## src/rtl/uart_mmio_pkg.sv

```systemverilog
// Register map, STATUS bit positions and shared helpers for the memory-mapped UART.
package uart_mmio_pkg;

   localparam logic [1:0] OFF_TXDATA = 2'd0;
   localparam logic [1:0] OFF_RXDATA = 2'd1;
   localparam logic [1:0] OFF_STATUS = 2'd2;

   localparam int ST_TX_FULL  = 0;
   localparam int ST_TX_EMPTY = 1;
   localparam int ST_RX_EMPTY = 2;
   localparam int ST_RX_FULL  = 3;
   localparam int ST_TX_DROP  = 4;

   localparam int RXDATA_VLD = 31;

   typedef struct packed {
      logic tx_drop;
      logic rx_full;
      logic rx_empty;
      logic tx_empty;
      logic tx_full;
   } status_t;

   function automatic logic [31:0] status_word(input status_t st);
      logic [31:0] w;
      w              = '0;
      w[ST_TX_FULL]  = st.tx_full;
      w[ST_TX_EMPTY] = st.tx_empty;
      w[ST_RX_EMPTY] = st.rx_empty;
      w[ST_RX_FULL]  = st.rx_full;
      w[ST_TX_DROP]  = st.tx_drop;
      return w;
   endfunction

endpackage

```

## src/rtl/uart_mmio_fifo.sv

```systemverilog
// Synchronous FIFO with wrap-bit pointers; a pop frees the slot a same-cycle push needs when full.
module sync_fifo #(
   parameter int WIDTH = 8,
   parameter int DEPTH = 16
) (
   input  logic             clk,
   input  logic             rst,
   input  logic             clk_en,
   input  logic             push,
   input  logic             pop,
   input  logic [WIDTH-1:0] din,
   output logic [WIDTH-1:0] dout,
   output logic             full,
   output logic             empty
);

   localparam int AW = $clog2(DEPTH);
   localparam logic [AW:0] PTR_ONE = {{AW{1'b0}}, 1'b1};

   logic [WIDTH-1:0] mem [DEPTH];
   logic [AW:0]      wr_ptr;
   logic [AW:0]      rd_ptr;
   logic             do_push;
   logic             do_pop;

   assign empty   = (wr_ptr == rd_ptr);
   assign full    = (wr_ptr[AW] != rd_ptr[AW]) && (wr_ptr[AW-1:0] == rd_ptr[AW-1:0]);
   assign do_pop  = clk_en & pop & ~empty;
   assign do_push = clk_en & push & (~full | do_pop);
   assign dout    = mem[rd_ptr[AW-1:0]];

   always_ff @(posedge clk) begin
      if (rst) begin
         wr_ptr <= '0;
         rd_ptr <= '0;
      end else begin
         if (do_push) wr_ptr <= wr_ptr + PTR_ONE;
         if (do_pop)  rd_ptr <= rd_ptr + PTR_ONE;
      end
   end

   // Storage carries no reset; contents are only visible through the pointers.
   always_ff @(posedge clk) begin
      if (do_push && !rst) mem[wr_ptr[AW-1:0]] <= din;
   end

endmodule

```

## src/rtl/uart_mmio.sv

```systemverilog
// Core load/store port to UART streams: TXDATA store queue, RXDATA load pop, STATUS flags.
module uart_mmio
   import uart_mmio_pkg::*;
#(
   parameter logic [31:0] BASE_ADDR  = 32'h8000_0000,
   parameter int          FIFO_DEPTH = 16
) (
   input  logic        clk,
   input  logic        rst,
   input  logic        clk_en,
   input  logic        i_read_req,
   input  logic [31:0] i_read_addr,
   output logic [31:0] o_read_data,
   output logic        o_read_hit,
   input  logic        i_write_enable,
   input  logic [3:0]  i_byte_enable,
   input  logic [31:0] i_write_addr,
   input  logic [31:0] i_write_data,
   output logic [7:0]  o_tx_data,
   output logic        o_tx_valid,
   input  logic        i_tx_ready,
   input  logic [7:0]  i_rx_data,
   input  logic        i_rx_valid,
   output logic        o_rx_ready
);

   logic       rd_hit, wr_hit;
   logic [1:0] rd_off, wr_off;
   logic       tx_push, tx_pop, tx_full, tx_empty;
   logic       rx_push, rx_pop, rx_full, rx_empty;
   logic [7:0] rx_head;
   logic       tx_drop;
   logic       drop_set, drop_clr;
   logic [31:0] rd_word;
   status_t    status;

   assign rd_hit = i_read_req     && (i_read_addr[31:4]  == BASE_ADDR[31:4]);
   assign wr_hit = i_write_enable && (i_write_addr[31:4] == BASE_ADDR[31:4]);
   assign rd_off = i_read_addr[3:2];
   assign wr_off = i_write_addr[3:2];

   assign tx_push  = clk_en & wr_hit & (wr_off == OFF_TXDATA) & i_byte_enable[0];
   assign tx_pop   = o_tx_valid & i_tx_ready;
   // A full queue still accepts the store when its head leaves in the same cycle.
   assign drop_set = tx_push & tx_full & ~tx_pop;
   assign drop_clr = clk_en & wr_hit & (wr_off == OFF_STATUS) & i_byte_enable[0]
                     & i_write_data[ST_TX_DROP];

   assign o_tx_valid = ~tx_empty & clk_en;
   assign o_rx_ready = ~rx_full & clk_en;
   assign rx_push    = i_rx_valid & o_rx_ready;
   assign rx_pop     = clk_en & rd_hit & (rd_off == OFF_RXDATA) & ~rx_empty;

   sync_fifo #(.WIDTH(8), .DEPTH(FIFO_DEPTH)) u_tx_fifo (
      .clk    (clk),
      .rst    (rst),
      .clk_en (clk_en),
      .push   (tx_push),
      .pop    (tx_pop),
      .din    (i_write_data[7:0]),
      .dout   (o_tx_data),
      .full   (tx_full),
      .empty  (tx_empty)
   );

   sync_fifo #(.WIDTH(8), .DEPTH(FIFO_DEPTH)) u_rx_fifo (
      .clk    (clk),
      .rst    (rst),
      .clk_en (clk_en),
      .push   (rx_push),
      .pop    (rx_pop),
      .din    (i_rx_data),
      .dout   (rx_head),
      .full   (rx_full),
      .empty  (rx_empty)
   );

   assign status = '{tx_drop:  tx_drop,
                     rx_full:  rx_full,
                     rx_empty: rx_empty,
                     tx_empty: tx_empty,
                     tx_full:  tx_full};

   always_comb begin
      rd_word = '0;
      case (rd_off)
         OFF_RXDATA: begin
            if (!rx_empty) begin
               rd_word[7:0]       = rx_head;
               rd_word[RXDATA_VLD] = 1'b1;
            end
         end
         OFF_STATUS: rd_word = status_word(status);
         default:    rd_word = '0;
      endcase
   end

   always_ff @(posedge clk) begin
      if (rst) begin
         o_read_data <= '0;
         o_read_hit  <= 1'b0;
         tx_drop     <= 1'b0;
      end else if (clk_en) begin
         o_read_hit  <= rd_hit;
         o_read_data <= rd_hit ? rd_word : 32'h0;
         if (drop_clr)      tx_drop <= 1'b0;
         else if (drop_set) tx_drop <= 1'b1;
      end
   end

   logic unused_bits;
   assign unused_bits = ^{i_read_addr[1:0], i_write_addr[1:0], i_byte_enable[3:1],
                          i_write_data[31:8], i_write_data[3:0]};

endmodule

```

## config.mk

```make
export PLATFORM = sky130hd
export DESIGN_NAME = uart_mmio
export DESIGN_NICKNAME = d
export VERILOG_FILES = /design/src/rtl/uart_mmio_pkg.sv /design/src/rtl/uart_mmio_fifo.sv /design/src/rtl/uart_mmio.sv
export SDC_FILE = /design/constraint.sdc
export NUM_CORES = 1
export LEC_CHECK = 0
export CAP_MARGIN = 10
export CORE_MARGIN = 2
export CORE_UTILIZATION = 35
export CTS_CLUSTER_DIAMETER = 40
export DETAILED_ROUTE_END_ITERATION = 8
export MAX_ROUTING_LAYER = met4
export PLACE_DENSITY = 0.53
export SLEW_MARGIN = 15
export SYNTH_ARGS = -nofsm -noshare
export SYNTH_HDL_FRONTEND = slang
export SYNTH_HIERARCHICAL = 1
export SYNTH_SLANG_ARGS = --single-unit
```

## constraint.sdc

```tcl
create_clock -name clk -period 5.2 [get_ports clk]
set_clock_uncertainty 0.1 [all_clocks]
set_input_delay 1.56 -clock clk [delete_from_list [all_inputs] [get_ports clk]]
set_output_delay 1.56 -clock clk [all_outputs]
set_load 0.05 [all_outputs]
```

Word-level counts from Yosys, hierarchy flattened --
Memory sizes are Yosys's and may differ from the RTL's. A register that Yosys moved wholly into a read port is not among the register bits. Index checks and enable logic that the tools add are counted.
Storage, ports and cells: input port bits 115, memories kept 2, memory bits (writable) 256, output and inout bits 43, logic and storage cells 79, flip-flop bits (word level) 54
Cells by class: reduce and logical (&&, ||, !) cells 10, muxes and demuxes 15, bitwise operators 30, eq/ne operators 11, add/subtract/negate cells 4
Memory list:
- u_rx_fifo.mem | words 16, width 8, read ports 1, clocked after Yosys merged registers in 1, wr ports 1, RTL line uart_mmio_fifo.sv:20 | logic [WIDTH-1:0] mem [DEPTH];
- u_tx_fifo.mem | words 16, width 8, read ports 1, clocked after Yosys merged registers in 1, wr ports 1, RTL line uart_mmio_fifo.sv:20
Operator list (count):
- 28-bit == test (second input constant) | 2
- 32-bit 2-to-1 mux | 1
- 1-bit bitwise AND | 23
- 5-bit by 1-bit adder with 5-bit output (second input constant) | 4
- 4-bit 2-to-1 mux | 4
- 8-bit one-hot mux with 2 select lines | 1
- 5-bit == test | 2
- 4-bit == test | 2
- 1-bit 2-to-1 mux | 8
- 8-bit 2-to-1 mux | 1
- 1-bit logical AND | 6
- 1-bit NOT | 5
- 2-bit == test (second input constant) | 2
- 2-bit by 1-bit == test with 1-bit output (second input constant) | 1
- 2-bit logical NOT | 1
- 1-bit != test | 2
- 1-bit bitwise OR | 2
- 2-bit AND reduction | 1
- 2-bit nonzero test | 1
- 1-bit logical NOT | 1

Logic depth before layout (Yosys ltp) --
Gate-level depths: netlist (run 1).
depth in word-level cells 12, gate-level depth with buffers 10, gate-level depth less buffers 9

Modules after synthesis --
Netlist (run 1), hierarchy kept.
Modules (own cells, without submodules):
- sync_fifo | sequential area each 4124.0 um^2, instances 2, cells each 272, area an instance 5602.9 um^2
- uart_mmio | sequential area each 220.2 um^2, instances 1, cells each 110, area an instance 955.9 um^2

Worst setup path after synthesis (run 1) --
OpenSTA, ideal clock, no wires.
path type input to register, from input port clk_en, to memory u_tx_fifo.mem[5][0], enable pin, setup time 0.370 ns, setup slack 0.976 ns, stages 7, required time 4.730 ns, buffers on the path 1, arrival 3.754 ns, cell sequence clkbuf_1 nor2b_1 and2_1 nor2_1 a21oi_4 nand3b_1 nor2_1
Between the ends: longest elaborated chain between the ends 9
RTL lines:
- start, declared | RTL line uart_mmio.sv:10 | input logic clk_en,
- 1-bit bitwise AND | RTL line uart_mmio.sv:49 | assign o_tx_valid = ~tx_empty & clk_en;
- net o_tx_valid | RTL line uart_mmio.sv:20 | output logic o_tx_valid,
- 1-bit bitwise AND | RTL line uart_mmio.sv:43 | assign tx_pop = o_tx_valid & i_tx_ready;
- net tx_pop | RTL line uart_mmio.sv:29 | logic tx_push, tx_pop, tx_full, tx_empty;
- 1-bit bitwise AND (2 in series) | RTL line uart_mmio_fifo.sv:28 | assign do_pop = clk_en & pop & ~empty;
- 1-bit bitwise OR | RTL line uart_mmio_fifo.sv:29 | assign do_push = clk_en & push & (~full | do_pop);
- 1-bit bitwise AND | RTL line uart_mmio_fifo.sv:29
- 1-bit logical AND | RTL line uart_mmio_fifo.sv:44 | if (do_push && !rst) mem[wr_ptr[AW-1:0]] <= din;
- 1-bit 2-to-1 mux | RTL line uart_mmio_fifo.sv:44
- 1-bit 2-to-1 mux (not written as such) | RTL line uart_mmio_fifo.sv:44
- end, declared | RTL line uart_mmio_fifo.sv:20
The timed path passes the listed nets, and every way through them passes these cells.

==> results of run 1 <==
## cell usage in the layout (no fill, tap or decap), drive strengths merged, types with 8 or more instances in the layout
master	synthesis	routed
a21oi	11	11
edfxtp	256	256
nand4	8	8
conb	1	23
buf	45	41
xnor2	12	12
nor2b	12	12
inv	13	17
dfxtp	39	39
nor4	18	18
clkdlybuf4s50	0	101
nor2	57	57
xor2	8	8
ha	12	12
clkbuf	3	47
mux4	80	80
nand2b	10	10
clkinv	1	16
nand2	12	12
## cells in the mapped netlist, drive strengths merged (3+ instances only)
cell type / instances
edfxtp: 256
mux4: 80
nor2: 57
buf: 45
dfxtp: 39
nor4: 18
inv: 13
ha: 12
nand2: 12
nor2b: 12
xnor2: 12
a21oi: 11
nand2b: 10
nand4: 8
xor2: 8
nand3b: 6
o21a: 6
a22oi: 5
and2: 5
a2111oi: 4
mux2: 4
mux2i: 4
nand3: 4
and2b: 3
clkbuf: 3
nor4b: 3
## path summary, 6_finish.rpt
path | slack [ps] | cells past startpoint | endpoint | startpoint
worst max-delay path | 590 | 4 | o_tx_data[6] | flip-flop
worst min-delay path | 400 | 2 | o_read_data[5] | o_read_data[5]
worst max register to register | 2240 | 10 | u_tx_fifo/mem[14][6] | u_tx_fifo/wr_ptr[2]
worst min register to register | 400 | 2 | o_read_data[5] | o_read_data[5]
## logic make-up after synthesis
group / count (synthesis)
buffers and inverters: 62
AOI/OAI and AO/OA: 32
xor gates and xnor gates: 20
muxes: 88
adders and majority gates: 12
DFF: 295
other: 1
and+or+nand+nor: 144
## per-layer routing
metal	wire, um	part of all wire	GRT usage	vias to the layer above
met5	0	0	-	-
met4	591	0.024	0.0435	0
met3	874	0.036	0.0245	51
met2	13500	0.55	0.261	120
met1	9520	0.39	0.155	3202
li1	-	-	-	2890
## layout make-up
cell class / count / area [um^2]
Sequential cell: 295 / 8470
Clock buffer: 47 / 1070
Inverter: 14 / 52.6
Multi-Input combinational cell: 319 / 3430
Clock inverter: 29 / 340
Tap cell: 455 / 569
Timing Repair Buffer: 142 / 1360
Fill cell: 3014 / 19100
## metrics by stage
stage                     instances  hold slack, ps  power, mW
after floorplan                 676             431       2.70
after global placement         1225             402       2.79
after detailed placement       1225             395       2.79
after CTS                      1301             406       5.61
after global routing           1301             460       5.73
final                          1301             398       5.54
## flip-flops by register name, indices dropped and copies added, names as in the netlist, named ones only
signal / flops
u_rx_fifo/rd_ptr: 5
u_rx_fifo/mem: 128
u_tx_fifo/rd_ptr: 5
u_tx_fifo/wr_ptr: 5
o_read_data: 9
tx_drop: 1
o_read_hit: 1
u_rx_fifo/wr_ptr: 5
u_tx_fifo/mem: 128
## where the power goes
part / switching, mW / internal (mW) / leakage (nW)
Combinational: 0.100 / 0.0710 / 1.62
Clock: 1.00 / 1.79 / 0.678
Sequential: 0.00144 / 2.57 / 2.62
## tightest hold or removal path, delay by kind of cell (launching register included)
kind / cells / cell delay (ps)
AO/OA/AOI/OAI: 1 / 50
flip-flops: 1 / 330
AND/OR/NAND/NOR: 1 / 70
==> impl_results.md, run 1 <==
* Number of flops mapped to enable cells by yosys at about 260
* Area delta synth->final at 25.7%
* Routed vias at roughly 6300
* Vias per inst at 4.81
* Status: finished, final reports clean
* Critical-path cell list: buf_12, mux4_2, mux4_2, clkdlybuf4s50_1
* Max transition margin at 0.435
* Resized Gates After CTS at 0
* Count of different cell masters after synthesis at 48
* First-pass GRT wire length at 38200 um
* Maximum vdd ir drop at 0.288 mV
* Post-synth top area share at 0.632
* Cells after Synth at between 600 and 700
* # nets final at 941
* Initial antenna violation count at 0
* Final Wtd Congestion at 0.802
* Clock Sink Count at roughly 300
* Compound-Gate Fraction of Synth Area at 0.0218
* Starting Density at 0.354
* Maxcap violations at 0
* Clock transition at path regs at 50 ps
* Synth warn at 6
* Layout Cell Area excl Fill at approximately 0.015 mm^2
* Crit path top cell by count: mux4_2
* Crit-path max FO at 32
* CP bufs+invs at 2
* Setup TNS at 0 ps
* # IOs at roughly 160
* CP Capture Type: output pin
* Slowest Stage Delay on Critical Path at ~720 ps
* Final Hold Fails at 0
* #FFs+latches synth at between 200 and 300
* Die ar. at roughly 0.036 mm^2
* CTS Hold Bufs at 0
* Vias in the first global route at a little under 7000
* Synth top area cells: edfxtp_1 (63%), mux4_2 (15%), dfxtp_1 (6.4%)
* Clk buf depth at 3
* Adder-cell area share of the yosys netlist at 0.0123
* Asr flop ratio synth at 0
* TritonCTS Buffers at 42
* Core Box Area at between 0.03 and 0.04 mm^2
* H-tree depth at 2
* Die H at about 190 um
* Post-Synth XOR/XNOR Area at 0.0156
* Worst Slack Setup Final at 591 ps
* Req. time, crit path at roughly 3500 ps
* Total grt overflow at 0
* Row count at 68
* Achievable clock frequency at around 220 MHz
* Place WS at 626 ps
* Cell area after placement at 0.0139 mm^2
* Synthesized cell area at approximately 0.012 mm^2
* CP Class: reg -> out
* Diodes inserted at 0
* Endpoints failing setup at 0
* Clk_lat worst skew at just over 500 ps
* Proportion of layout cells with a drive suffix above 1 at 0.249
* Routed WL at between 20000 and 25000 um
* Leading area contributor after synthesis: edfxtp_1
* RSZ-0062 raised after global routing: no
* Max Transition Viols Final at 0
* Pre-antenna DRT Iters at 4
* Worst-margin pin slew at around 850 ps
* Largest net degree at the start of global routing at 33
* Top FF cell, synth: edfxtp_1
* Family with the most delay on the worst path: multiplexers
* Drt wl/cell at between 15 and 20 um
* Final core occ at 0.445
* Post-synthesis mux area share at 0.155
* Post-Synth Simple-Gate Area at 0.0698
* Min-delay worst type: reg -> reg
* Startpoint Class: flip-flop
* CTS root buffer: clkbuf_16
* Post-CTS setup buffers at 0
* Register area share after synthesis at 0.696
* PortBufs at between 100 and 150
* Dpl hpwl at 17300 um
* Die Wd at between 150 and 200 um
* Final min period at roughly 4600 ps
* Largest family of logic cells by synthesized area: multiplexers
* Drc violations at 0
* Pwr/cell area at ~360 mW/mm^2
* CTS tree: done
* Tot GR Track Use at 0.142
* Leakage at between 4 and 5 nW
* DRT iter0 DRCs at ~270
* Worst Path Arrival at between 2000 and 3000 ps
* Post-DRT Antenna Nets at 0
* Synthesized area per cell at between 15 and 20 um^2
* Final worst path period share at 0.886
* Critical path's slowest cell: clkdlybuf4s50_1
Note: power is estimated with default switching activity, not from simulation.
==> run 2: changes to the inputs <==
--- a/config.mk
+++ b/config.mk
@@ -10,8 +10,9 @@
 export CORE_UTILIZATION = 35
 export CTS_CLUSTER_DIAMETER = 40
 export DETAILED_ROUTE_END_ITERATION = 8
+export GPL_ROUTABILITY_DRIVEN = 1
 export MAX_ROUTING_LAYER = met4
-export PLACE_DENSITY = 0.53
+export PLACE_DENSITY = 0.55
 export SLEW_MARGIN = 15
 export SYNTH_ARGS = -nofsm -noshare
 export SYNTH_HDL_FRONTEND = slang
==> constraint.sdc (replaced) <==
create_clock -name clk -period 3.9 [get_ports clk]
set_clock_uncertainty 0.1 [all_clocks]
set_input_delay 1.17 -clock clk [delete_from_list [all_inputs] [get_ports clk]]
set_output_delay 1.17 -clock clk [all_outputs]
set_load 0.05 [all_outputs]
==> run 2 against run 1 <==
Net effect: final area decreased by 1.3%; highest routed layer unchanged; worst setup slack got worse by 490 ps; wire length is 6.9% higher; largest cell class unchanged; die area stayed put; register-to-register slack got worse by 1200 ps; utilization down 0.58 points.
==> impl_results.md, run 2 (synthesis results as in run 1) <==
* Post-DRT Antenna Nets at 0 (unchanged)
* RSZ-0062 raised after global routing: no (unchanged)
* Layout Cell Area excl Fill at 0.0151 mm^2 (was 0.0153 mm^2)
* Most common cell after layout, fill and taps aside: edfxtp_1 (unchanged)
* Clock transition at path regs at 50 ps (about the same)
* Dpl hpwl at 17900 um (was 17300 um)
* Fin cells at 1299 (was 1301)
* Achievable clock frequency at between 200 and 300 MHz
* Total grt overflow at 0 (unchanged)
* # IOs at 158 (unchanged)
* Final min period at approximately 3800 ps
* Clk buf depth at 3 (unchanged)
* Routed vias at 6403 (was 6263)
* Cell area after placement at 0.0139 mm^2 (about the same)
* Die Wd at 190 um (unchanged)
* Final core occ at 0.439 (was 0.445)
* Vias in the first global route at 6677 (was 6941)
* Drt wl/cell at 20.2 um (was 18.8 um)
* CTS tree: done (unchanged)
* Endpoints failing setup at 0 (unchanged)
* Initial antenna violation count at 0 (unchanged)
* DRT iter0 DRCs at 398 (was 271)
* Sw power at 1.41 mW (was 1.10 mW)
* Crit-path max FO at 14 (was 32)
* Drc violations at 0 (unchanged)
* CTS Hold Bufs at 0 (unchanged)
* Final Wtd Congestion at 0.762 (was 0.802)
* H-tree depth at 2 (unchanged)
* Min-delay worst type: reg -> reg (unchanged)
* Starting Density at 0.354 (unchanged)
* Row count at 68 (unchanged)
* Core Box Area at 0.0344 mm^2 (unchanged)
* Clock Sink Count at 295 (unchanged)
* Switching Fraction at 0.207 (was 0.199)
* Req. time, crit path at 2630 ps (was 3540 ps)
* Placed cells at 1235 (was 1225)
* Maxcap violations at 0 (unchanged)
* Post-CTS setup buffers at 0 (unchanged)
* Proportion of layout cells with a drive suffix above 1 at 0.257 (was 0.249)
* Max transition margin at 0.562 (was 0.435)
* Max Transition Viols Final at 0 (unchanged)
* Maximum vdd ir drop at 0.342 mV (was 0.288 mV)
* Area delta synth->final at 24.1% (was 25.7%)
* Final Power at 6.81 mW (was 5.54 mW)
* Sequential power share at 0.504 (was 0.465)
* Leakage at 4.84 nW (was 4.92 nW)
* PortBufs at 103 (unchanged)
* Pwr/cell area at 451 mW/mm^2 (was 363 mW/mm^2)
* Most frequent cells in the layout: edfxtp_1 (256), clkdlybuf4s50_1 (93), mux4_2 (80) (was edfxtp_1 (256), clkdlybuf4s50_1 (101), mux4_2 (80))
* Routed WL at 26200 um (was 24500 um)
* CP Capture Type: output pin (unchanged)
* TritonCTS Buffers at 38 (was 42)
* # nets final at 947 (was 941)
* First-pass GRT wire length at 39200 um (was 38200 um)
* CTS root buffer: clkbuf_16 (unchanged)
* Largest net degree at the start of global routing at 33 (unchanged)
* Resized Gates After CTS at 1 (was 0)
* Internal power at 5.40 mW (was 4.44 mW)
* Tot GR Track Use at 0.148 (was 0.142)
* Clk_lat worst skew at 520 ps (was 510 ps)
* Diodes inserted at 0 (unchanged)
* Status: finished, final reports clean (unchanged)
* Worst-margin pin slew at 656 ps (was 848 ps)
* Clock power share at 0.462 (was 0.504)
* Final Hold Fails at 0 (unchanged)
* Pre-antenna DRT Iters at 6 (was 4)
* Worst Path Arrival at 2530 ps (was 2950 ps)
* Die ar. at 0.0363 mm^2 (unchanged)
* Startpoint Class: flip-flop (unchanged)
* Final worst path period share at 0.974
* Vias per inst at 4.93 (was 4.81)
* Die H at 190 um (unchanged)
* Combinational fraction of design power at 0.034 (was 0.031)
* CP Class: reg -> out (unchanged)
run 2: changes by cell type in the layout (fill, tap and decap cells not counted), moves of 3 or more:
cell and delta:
bufinv_16 -5, clkbuf_16 -4, buf_4 +17, clkdlybuf4s50_1 -8, clkinv_1 -3
run 2: layout make-up:
| type | count | area (um^2) |
|---|---|---|
| Tap cell | 455 | 569 |
| Timing Repair Buffer | 152 | 1420 |
| Inverter | 14 | 52.6 |
| Clock buffer | 45 | 977 |
| Sequential cell | 295 | 8470 |
| Multi-Input combinational cell | 319 | 3430 |
| Fill cell | 3001 | 19300 |
| Clock inverter | 19 | 164 |
run 2: power by group through the flow:
stage	Combinational, mW	Sequential (mW)	Clock [mW]
6_report	0.232	3.43	3.14
5_1_grt	0.249	3.43	3.35
4_1_cts	0.234	3.43	3.23
3_5_place_dp	0.233	3.50	0
3_3_place_gp	0.224	3.50	0
2_1_floorplan	0.103	3.50	0
run 2: routing by layer:
layer,GRT usage,part of all wire,up-vias
met5,-,0,-
met4,0.0435,0.020,0
li1,-,-,2900
met3,0.0285,0.070,47
met2,0.232,0.48,178
met1,0.197,0.43,3278
run 2: stage by stage:
stage	hold WS, ps	setup WS, ps	TNS (ps)
floorplan	431	66.3	0
global placement	368	19.4	0
detailed placement	368	-36.8	-1020
CTS	375	48.4	0
global route	388	18.4	0
finish	372	100	0
run 2: critical path, stage by stage, from the launching register on:
cell and delay [ps]:
dfxtp_4 490, buf_12 210, mux4_2 580, mux4_2 500, buf_4 210
run 2: final timing paths:
kind                                          start                    to  slack, ps  depth (start not counted)
worst max register to register  u_rx_fifo/wr_ptr[2]  u_rx_fifo/mem[14][0]       1060                          9
worst max-delay path                      flip-flop          o_tx_data[3]        100                          4
worst min-delay path                 o_read_data[5]        o_read_data[5]        370                          2
worst min register to register       o_read_data[5]        o_read_data[5]        370                          2
==> run 3: changes to the inputs <==
--- a/config.mk
+++ b/config.mk
@@ -9,10 +9,11 @@
 export CORE_MARGIN = 2
 export CORE_UTILIZATION = 35
 export CTS_CLUSTER_DIAMETER = 40
+export CTS_CLUSTER_SIZE = 20
 export DETAILED_ROUTE_END_ITERATION = 8
 export GPL_ROUTABILITY_DRIVEN = 1
 export MAX_ROUTING_LAYER = met4
-export PLACE_DENSITY = 0.55
+export PLACE_DENSITY = 0.66
 export SLEW_MARGIN = 15
 export SYNTH_ARGS = -nofsm -noshare
 export SYNTH_HDL_FRONTEND = slang
==> run 3 against run 2 <==
Net effect: register-to-register slack lost 20 ps; total power grew 1.4%; wire length shrank 8.9%; flip-flop and latch count is the same; via count shrank 3.6%; worst setup slack gained 41 ps; utilization grew 0.12 points; critical endpoint is now o_rx_ready; fmax grew 1.1%; non-clock buffer count is the same.
==> impl_results.md, run 3 (synthesis results as in run 1) <==
* Status: finished, final reports clean (unchanged)
* CTS Hold Bufs at 0 (unchanged)
* Max Transition Viols Final at 0 (unchanged)
* Die Wd at 190 um (unchanged)
* Drc violations at 0 (unchanged)
* Vias per inst at 4.77 (was 4.93)
* H-tree depth at 2 (unchanged)
* Initial antenna violation count at 0 (unchanged)
* Most common cell after layout, fill and taps aside: edfxtp_1 (unchanged)
* Routed vias at 6175 (was 6403)
* Endpoints failing setup at 0 (unchanged)
* Total grt overflow at 0 (unchanged)
* Dpl hpwl at 16600 um (was 17900 um)
* Req. time, crit path at 2630 ps (about the same)
* Resized Gates After CTS at 0 (was 1)
* Worst-margin pin slew at 602 ps (was 656 ps)
* # nets final at 943 (was 947)
* Startpoint Class: input port (was flip-flop)
* R2r setup slk at 1040 ps (was 1060 ps)
* Die H at 190 um (unchanged)
* # IOs at 158 (unchanged)
* Leakage at 4.88 nW (was 4.84 nW)
* Layout Cell Area excl Fill at 0.0151 mm^2 (about the same)
* Clk buf depth at 3 (unchanged)
* Drt wl/cell at 18.4 um (was 20.2 um)
* CP Capture Type: output pin (unchanged)
* Cell area after placement at 0.0140 mm^2 (was 0.0139 mm^2)
* Most frequent cells in the layout: edfxtp_1 (256), clkdlybuf4s50_1 (93), mux4_2 (80) (unchanged)
* TritonCTS Buffers at 34 (was 38)
* Proportion of layout cells with a drive suffix above 1 at 0.263 (was 0.257)
* Die ar. at 0.0363 mm^2 (unchanged)
* Tot GR Track Use at 0.138 (was 0.148)
* Clock transition at path regs at 60 ps (was 50 ps)
* Post-DRT Antenna Nets at 0 (unchanged)
* Final Hold Fails at 0 (unchanged)
* Post-CTS setup buffers at 0 (unchanged)
* Pwr/cell area at 456 mW/mm^2 (was 451 mW/mm^2)
* Row count at 68 (unchanged)
* Largest net degree at the start of global routing at 33 (unchanged)
* CTS root buffer: clkbuf_16 (unchanged)
* Pre-antenna DRT Iters at 4 (was 6)
* Starting Density at 0.354 (unchanged)
* Hold Worst Slack at 372 ps (about the same)
* Routed WL at 23800 um (was 26200 um)
* Worst Path Arrival at 2490 ps (was 2530 ps)
* RSZ-0062 raised after global routing: no (unchanged)
* Setup TNS at 0 ps (unchanged)
* Maxcap violations at 0 (unchanged)
* Crit-path max FO at 20 (was 14)
* Final min period at 3760 ps (was 3800 ps)
* Core Box Area at 0.0344 mm^2 (unchanged)
* Final worst path period share at 0.964 (was 0.974)
* Maximum vdd ir drop at 0.342 mV (about the same)
* Achievable clock frequency at 266 MHz (was 263 MHz)
* PortBufs at 103 (unchanged)
* Min-delay worst type: reg -> reg (unchanged)
* Final Wtd Congestion at 0.765 (was 0.762)
* Clock Sink Count at 295 (unchanged)
* Max transition margin at 0.598 (was 0.562)
* Diodes inserted at 0 (unchanged)
* Vias in the first global route at 6484 (was 6677)
* Area delta synth->final at 24.4% (was 24.1%)
* CP Class: in -> out (was reg -> out)
* CTS tree: done (unchanged)
* Clk_lat worst skew at 520 ps (about the same)
* First-pass GRT wire length at 37300 um (was 39200 um)
* DRT iter0 DRCs at 412 (was 398)
[run 3: report_power, final]
| group | total [mW] | internal, mW | switching, mW |
|---|---|---|---|
| clock | 3.25 | 1.95 | 1.29 |
| combinational | 0.229 | 0.0967 | 0.132 |
| sequential | 3.43 | 3.43 | 0.00216 |
[run 3: per-stage QoR]
stage | util | power (mW) | worst slack, ps | cells
after detailed placement | 0.406 | 3.73 | -11.4 | 1235
final | 0.440 | 6.90 | 141 | 1295
after global routing | 0.440 | 7.13 | 59.4 | 1295
after global placement | 0.406 | 3.72 | 47.5 | 1235
after floorplan | - | 3.60 | 66.3 | 676
after CTS | 0.440 | 6.98 | 124 | 1295
[run 3: worst max-delay path: stages]
cell             delay (ps)
clkdlybuf4s50_1         630
buf_12                  190
nor2b_1                 310
buf_12                  180
[run 3: final timing paths]
path,cells past startpoint,from,end
worst max-delay path,4,clk_en,o_rx_ready
worst min-delay path,2,o_read_data[6],o_read_data[6]
worst max register to register,10,u_tx_fifo/wr_ptr[0],u_tx_fifo/wr_ptr[4]
worst min register to register,2,o_read_data[6],o_read_data[6]
[run 3: routing by layer]
layer | share of wire | GRT usage | wire, um | vias up
met5 | 0 | - | 0 | -
met4 | 0.022 | 0.0426 | 531 | 0
met3 | 0.041 | 0.0265 | 989 | 40
met2 | 0.50 | 0.220 | 11800 | 116
met1 | 0.44 | 0.180 | 10500 | 3133
li1 | - | - | - | 2886
[run 3: final cells by class]
cell class	count	area [um^2]
Clock buffer	38	930
Clock inverter	22	241
Fill cell	3000	19200
Inverter	14	52.6
Multi-Input combinational cell	319	3430
Sequential cell	295	8470
Tap cell	455	569
Timing Repair Buffer	152	1440
